## src/rtl/ram_pkg.sv

```systemverilog
// Shared types and defaults for the parametrised zero-initialised RAM.
// Imported by the sweeper and the ram_n top level.
package ram_pkg;

  typedef enum logic {
    INIT = 1'b0,
    RUN  = 1'b1
  } state_e;

  localparam int RAM_WIDTH  = 16;
  localparam int RAM_ADDR_W = 6;

endpackage

```

## src/rtl/ram_init_sweeper.sv

```systemverilog
// INIT/RUN controller: walks cnt over every address writing zeros,
// then hands the array to the user port until the next clear.
module ram_init_sweeper
  import ram_pkg::*;
#(
  parameter int ADDR_W = RAM_ADDR_W
) (
  input  logic              clk,
  input  logic              rst_n,
  input  logic              clear_i,
  output logic              ready_o,
  output logic              sweep_we_o,
  output logic [ADDR_W-1:0] sweep_addr_o
);

  state_e            state_q, state_d;
  logic [ADDR_W-1:0] cnt_q, cnt_d;

  always_ff @(posedge clk or negedge rst_n) begin
    if (!rst_n) begin
      state_q <= INIT;
      cnt_q   <= '0;
    end else begin
      state_q <= state_d;
      cnt_q   <= cnt_d;
    end
  end

  always_comb begin
    state_d = state_q;
    cnt_d   = cnt_q;
    unique case (state_q)
      INIT: begin
        if (clear_i) begin
          cnt_d = '0;
        end else begin
          cnt_d = cnt_q + ADDR_W'(1);
          if (&cnt_q) state_d = RUN;
        end
      end
      RUN: begin
        if (clear_i) begin
          state_d = INIT;
          cnt_d   = '0;
        end
      end
      default: begin
        state_d = INIT;
        cnt_d   = '0;
      end
    endcase
  end

  assign ready_o      = (state_q == RUN);
  assign sweep_we_o   = (state_q == INIT);
  assign sweep_addr_o = cnt_q;

endmodule

```

## src/rtl/ram_n.sv

```systemverilog
// Single-port WIDTH x 2^ADDR_W RAM with hardware zero sweep after
// reset or clear, and an optional registered (write-first) read port.
module ram_n
  import ram_pkg::*;
#(
  parameter int WIDTH    = RAM_WIDTH,
  parameter int ADDR_W   = RAM_ADDR_W,
  parameter int READ_REG = 0
) (
  input  logic              clk,
  input  logic              rst_n,
  input  logic              load,
  input  logic [ADDR_W-1:0] address,
  input  logic [WIDTH-1:0]  in,
  input  logic              clear,
  output logic [WIDTH-1:0]  out,
  output logic              ready
);

  localparam int DEPTH = 1 << ADDR_W;

  logic              sweep_we;
  logic [ADDR_W-1:0] sweep_addr;
  logic              user_we;

  logic [WIDTH-1:0] mem_q [DEPTH];

  ram_init_sweeper #(
    .ADDR_W(ADDR_W)
  ) u_sweep (
    .clk         (clk),
    .rst_n       (rst_n),
    .clear_i     (clear),
    .ready_o     (ready),
    .sweep_we_o  (sweep_we),
    .sweep_addr_o(sweep_addr)
  );

  // clear beats load: a colliding write is dropped
  assign user_we = ready & load & ~clear;

  always_ff @(posedge clk) begin
    if (sweep_we) begin
      mem_q[sweep_addr] <= '0;
    end else if (user_we) begin
      mem_q[address] <= in;
    end
  end

  generate
    if (READ_REG != 0) begin : g_reg
      logic [WIDTH-1:0] out_q, out_d;

      always_comb begin
        out_d = '0;
        if (ready && !clear) begin
          out_d = load ? in : mem_q[address];
        end
      end

      always_ff @(posedge clk or negedge rst_n) begin
        if (!rst_n) out_q <= '0;
        else        out_q <= out_d;
      end

      assign out = out_q;
    end else begin : g_comb
      assign out = ready ? mem_q[address] : '0;
    end
  endgenerate

endmodule

```

## config.mk

```make
export PLATFORM = sky130hd
export DESIGN_NAME = ram_n
export DESIGN_NICKNAME = d
export VERILOG_FILES = /design/src/rtl/ram_pkg.sv /design/src/rtl/ram_init_sweeper.sv /design/src/rtl/ram_n.sv
export SDC_FILE = /design/constraint.sdc
export NUM_CORES = 1
export LEC_CHECK = 0
export CAP_MARGIN = 20
export CELL_PAD_IN_SITES_DETAIL_PLACEMENT = 1
export CELL_PAD_IN_SITES_GLOBAL_PLACEMENT = 1
export CORE_MARGIN = 3
export CORE_UTILIZATION = 45
export CTS_CLUSTER_SIZE = 16
export DETAILED_ROUTE_END_ITERATION = 8
export PLACE_DENSITY = 0.74
export SLEW_MARGIN = 20
export SYNTH_ARGS = -nofsm -noshare
export SYNTH_HDL_FRONTEND = slang
export SYNTH_SLANG_ARGS = --single-unit
```

## constraint.sdc

```tcl
create_clock -name clk -period 2.5 [get_ports clk]
set_clock_uncertainty 0.2 [all_clocks]
set_input_delay 0.5 -clock clk [delete_from_list [all_inputs] [get_ports clk]]
set_output_delay 0.5 -clock clk [all_outputs]
set_load 0.02 [all_outputs]
```

After elaboration in Yosys (flattened, before gate mapping)
Memory sizes are Yosys's and may differ from the RTL's. Index checks and enable logic that the tools add are counted.

Flip-flop bits (word level): 7. Memory bits (writable): 1024. Input port bits: 26. Output and inout port bits: 17. Word-level logic and storage cells: 26. Memories: 1.

Memories: mem_q (words 64, bits a word 16, read ports 1, clocked after Yosys merged registers in 0, write ports 1, RTL line ram_n.sv:26) `logic [WIDTH-1:0] mem_q [DEPTH];`.

Add/subtract/negate cells: 1. Equality and inequality tests: 1. Mux-type cells: 15. Bitwise operators: 4. Reduce and logical (&&, ||, !) cells: 2.

Operator list (count): 16-bit two-way mux (2); 6-bit two-way mux (3); 16-bit OR reduction (1); 6-bit one-hot mux with 2 select lines (1); 1-bit two-way mux (8); 6-bit by 1-bit adder with 6-bit output, second input constant (1); 6-bit AND reduction (1); 1-bit bitwise AND (2); 2-bit != test, second input constant (1); 1-bit NOT (2); 1-bit one-hot mux with 2 select lines (1).

Depth between registers and ports, before layout
Depth after elaboration: 7. Depth in mapped cells: 9.

Hierarchy
Synthesis repeated with hierarchy kept, for this count alone.

Cell total of the unflattened synthesis: 1800. Area, all modules: 39811.9 um^2.

Modules (own cells, without submodules): ram_n (times used 1, cells each 1771, area an instance 39481.6 um^2); ram_init_sweeper (times used 1, cells each 29, area an instance 330.3 um^2).

Worst setup path after synthesis
OpenSTA, ideal clock, no wires.

Path type: input port to flip-flop. From: input port clear. To: memory mem_q[15][0] in the netlist's numbering (enable). Setup time: 389 ps. Arrival time: 2371 ps. Data required time: 1911 ps. Setup slack: -459 ps. Cell stages on the path: 8. Buffers on the path: 3. Cell sequence: buf_2 > and3b_1 > clkbuf_1 > buf_2 > nand3_1 > o21ai_0 > nand2_1 > nor2_1.

Cells in the longest elaborated chain, start to end: 7. Elaborated cells on any way between the ends: 8. Classes of those cells: mux (5); bitwise (2); reduce/logical (1).

RTL lines: start, declared (RTL line ram_n.sv:15) `input logic clear,`; 1-bit NOT (*) (RTL line ram_n.sv:40) `assign user_we = ready & load & ~clear;`; 1-bit bitwise AND (*) (RTL line ram_n.sv:40); 1-bit two-way mux (*) (RTL line ram_n.sv:45) `end else if (user_we) begin`; 1-bit two-way mux (*) (RTL line ram_n.sv:43) `if (sweep_we) begin`; 1-bit two-way mux (implied by the code) (*) (RTL line ram_n.sv:46) `mem_q[address] <= in;`; 16-bit OR reduction (no line); 6-bit two-way mux (no line) or 1-bit two-way mux (tied branches); end, declared (RTL line ram_n.sv:26).

Every way passes the cells marked *; elsewhere a longest branch is shown, timed or not.

Worst setup path after layout
From: memory mem_q[20][12] in the netlist's numbering. To: output port out[12].

Cells in the longest elaborated chain, start to end: 2.

RTL lines: memory 64 x 16 bit; 16-bit two-way mux (RTL line ram_n.sv:68) `assign out = ready ? mem_q[address] : '0;`; end, declared (RTL line ram_n.sv:16) `output logic [WIDTH-1:0] out,`.

No other way between the ends.

==> key figures <==
Synthesis
  • Post-Syn Nets: 1836
  • EDFF count, synth: 1024
  • Syn Inst Count: 1809
  • Post-synthesis sequential area ratio: 77.6%
  • Synth warn: 0
  • Avg Cell Area, Syn: 22.0 sq um
  • Yosys reg bits: 1031
  • Synthesized area: 39800 sq um
  • Prevailing post-synth register cell: edfxtp_1
  • Ys async rst share: 0.679%
  • Synth cell types: 53

Run status
  • Status: complete, but fails checks
  • Failing checks: setup timing

Critical path
  • R2r startpoint: u_sweep.ready_o
  • Required time worst endpoint: 1.80 ns
  • CP Max Fanout: 1
  • Cell family with most CP delay: multiplexers
  • Reg2Reg Depth: 11
  • Critical Path End Type: output pin
  • CP Launch Type: flip-flop
  • CP arrival: 2.64 ns
  • Flop2flop setup slack: -0.47 ns
  • Buf/Inv on CP: 1
  • Slowest stage cell, crit path: mux4_2
  • Crit Reg-Reg Endpoint: mem_q[4][14]
  • Crit-path max cell delay: 0.59 ns
  • CP cell instances: mux4_2 > nor3b_4 > a2111oi_4 > and3_4 > a41o_1 > buf_6
  • Worst setup path class: flip-flop to output pin

Hold path
  • Hold Crit Start: clear
  • Worst hold endpoint: u_sweep.sweep_addr_o[1]
  • Hold Path Class: input pin to flip-flop
  • Hold depth: 3

Floorplan
  • I/O pin cnt: 43
  • Die Wd: 304 um
  • FP Rows: 108
  • Initial core utilization: 45.6%
  • Die area: 92100 sq um
  • Core ar.: a little under 90000 sq um
  • Die height: 304 um

Timing
  • Setup Viol. Count Final: 2064
  • Final worst slack: -0.839 ns
  • Worst slew margin: 42.7%
  • Pins Over Slew Limit: 0
  • Hold Fails Final Rpt: 0
  • Final Cycle Share: 134%
  • RSZ-0062 raised after global routing: true
  • Worst-Margin Slew: 0.857 ns
  • Fin crit period: 3.34 ns
  • Max Freq: between 200 and 300 MHz

Final layout
  • Final core occ: 59.0%
  • Synth-to-layout area growth: 29.3%
  • Layout fillers: 7263
  • Number of antenna diodes: 0
  • Share of cells above drive strength 1: 45.8%
  • Final #Nets: ~2300

Global routing
  • Initial antenna violation count: 2
  • Vias in the first global route: 23500
  • Largest net degree at the start of global routing: 49
  • All-layer global routing usage: 28.7%
  • Overflow after GRT: 0
  • Global-route wire length before repair: 184000 um

Clock tree
  • Skew-Pair Late Insertion Delay: 0.68 ns
  • Reg clk slew, reported paths: 0.08 ns
  • Clk sinks: 1031
  • Deepest clock path buffer count: 3
  • Number of CTS-inserted buffers: 102
  • CTS tree: built
  • H-tree depth: 3
  • Root Driver: clkbuf_16

Placement
  • IO Port Bufs: 42
  • HPWL Detailed: 73800 um
  • RD Place Congestion: around 0.9

Power
  • VDD IR max: between 0.6 and 0.7 mV
  • Cell Pwr Density: 698 nW/um^2
  • Leak Pwr: 17.6 nW
  • Pwr Total: between 30 and 40 mW

Routing
  • Initial DRC count: 3495
  • Routed wire length: 136000 um
  • Vias: 22800
  • Post-DRT Antenna Nets: 0
  • Pre-antenna DRT Iters: 5
  • Routed len/inst: 38.7 um
  • Vias per cell: roughly 6.5
  • DRC: 0

Run
  • Max-Cap Viols: 0
==> cell type report <==
class                           instances  area, sq um  share of cell area, %
Clock buffer                          128         2710                   5.27
Sequential cell                      1031        30900                   60.0
Inverter                                2         7.51                 0.0146
Clock inverter                         53          455                  0.884
Tap cell                             1155         1450                   2.80
Multi-Input combinational cell        675         9890                   19.2
Timing Repair Buffer                  458         6090                   11.8
==> per-layer routing <==
layer  track usage, %  share of wire (%)
met5                0                  0
met4             11.0                5.3
met3             6.53                 11
met2             46.9                 49
met1             37.7                 35
==> through the flow <==
stage                     instances  setup TNS [ns]  setup WS, ns  area, sq um  hold WS [ns]
after floorplan                1809         -309.98        -0.291        40100       0.00441
after global placement         3216         -938.84         -1.55        45100         0.382
after CTS                      3486         -118.37        -0.672        50900         0.205
after detailed placement       3216        -1072.30         -1.63        45100         0.398
after global routing           3502         -402.14        -0.864        51500         0.261
final                          3502         -395.52        -0.839        51500         0.280
==> where the power goes <==
group | switching [mW] | internal (mW) | leakage (nW)
Combinational | 1.08 | 0.929 | 5.86
Sequential | 0.0417 | 18.8 | 10.2
Clock | 6.72 | 8.38 | 1.54
Total | 7.84 | 28.1 | 17.6
==> registers in the layout, indices dropped and copies added (netlist names) <==
| register | count |
|---|---|
| mem_q | 1024 |
| u_sweep.sweep_addr_o | 6 |
| u_sweep.ready_o | 1 |
==> timing repair <==
item                                    4_1_cts  5_1_grt
setup buffers                                73       20
endpoints found under the hold margin         7        0
pin swaps                                    83       54
cloned                                       20        6
hold buffers                                  1        0
endpoints found under the setup margin     1041     1670
resized for setup                           379      108
==> worst register-to-register path: stages, from the launching register on <==
cell and delay (ns):
dfrtp_2 0.43, buf_6 0.13, buf_6 0.11, buf_6 0.11, and3b_2 0.29, or3_4 0.40
o31ai_4 0.12, nand2_2 0.21, buf_12 0.22, buf_6 0.13, nor2_4 0.16, buf_12 0.18
==> cells in the final DEF (no fill, tap or decap), types with 5 or more instances in the layout <==
cell type	synthesis	routed
nand2_2	0	19
clkdlybuf4s50_1	0	18
edfxtp_1	1024	1024
mux4_2	249	250
bufinv_16	0	7
clkbuf_16	0	112
nand2_1	75	48
a21oi_2	0	9
o221ai_2	0	5
clkinv_1	0	20
o22ai_1	50	16
mux2i_1	53	42
o21ai_2	0	5
buf_12	1	135
dfrtp_1	7	6
nor2_4	0	39
and2_2	0	16
nor2_2	0	26
mux2i_2	0	9
clkbuf_1	37	22
o22ai_4	0	15
clkinv_2	0	16
a31oi_1	13	8
buf_8	1	11
mux4_1	7	6
o21ai_4	0	8
a211oi_4	0	9
buf_16	0	23
nand3_2	0	12
buf_4	18	205
buf_6	10	52
nor2_1	74	9
nand2_4	0	7
o22ai_2	0	19
==> cells in the mapped netlist (all sizes together) (13+ instances only) <==
master	count	area, sq um
a211oi	13	97.6
a21oi	13	65.1
a31oi	13	81.3
and2	18	113
buf	64	449
clkbuf	37	139
edfxtp	1024	30700
mux2i	53	531
mux4	256	5790
nand2	75	282
nand3	19	95.1
nor2	74	278
o21ai	15	75.1
o22ai	50	313
==> how the worst max path moves through the flow <==
stage | startpoint | end | slack [ns] | cells past startpoint
final | mem_q[20][12] | out[12] | -0.84 | 6
after global routing | mem_q[20][12] | out[12] | -0.86 | 6
after CTS | mem_q[20][12] | out[12] | -0.67 | 6
after detailed placement | address[4] | out[1] | -1.63 | 7
after global placement | address[4] | out[6] | -1.55 | 7
after floorplan | address[1] | mem_q[4][0] | -0.29 | 7
==> logic make-up after synthesis <==
group,after synthesis,synth area share [%]
buffers and inverters,103,1.49
xor gates and xnor gates,4,0.0880
muxes,314,16.0
DFF,1031,77.6
adders and majority gates,1,0.0314
AOI/OAI and AO/OA,128,2.10
and+or+nand+nor,228,2.64
Power figures use the tool's default switching activity.
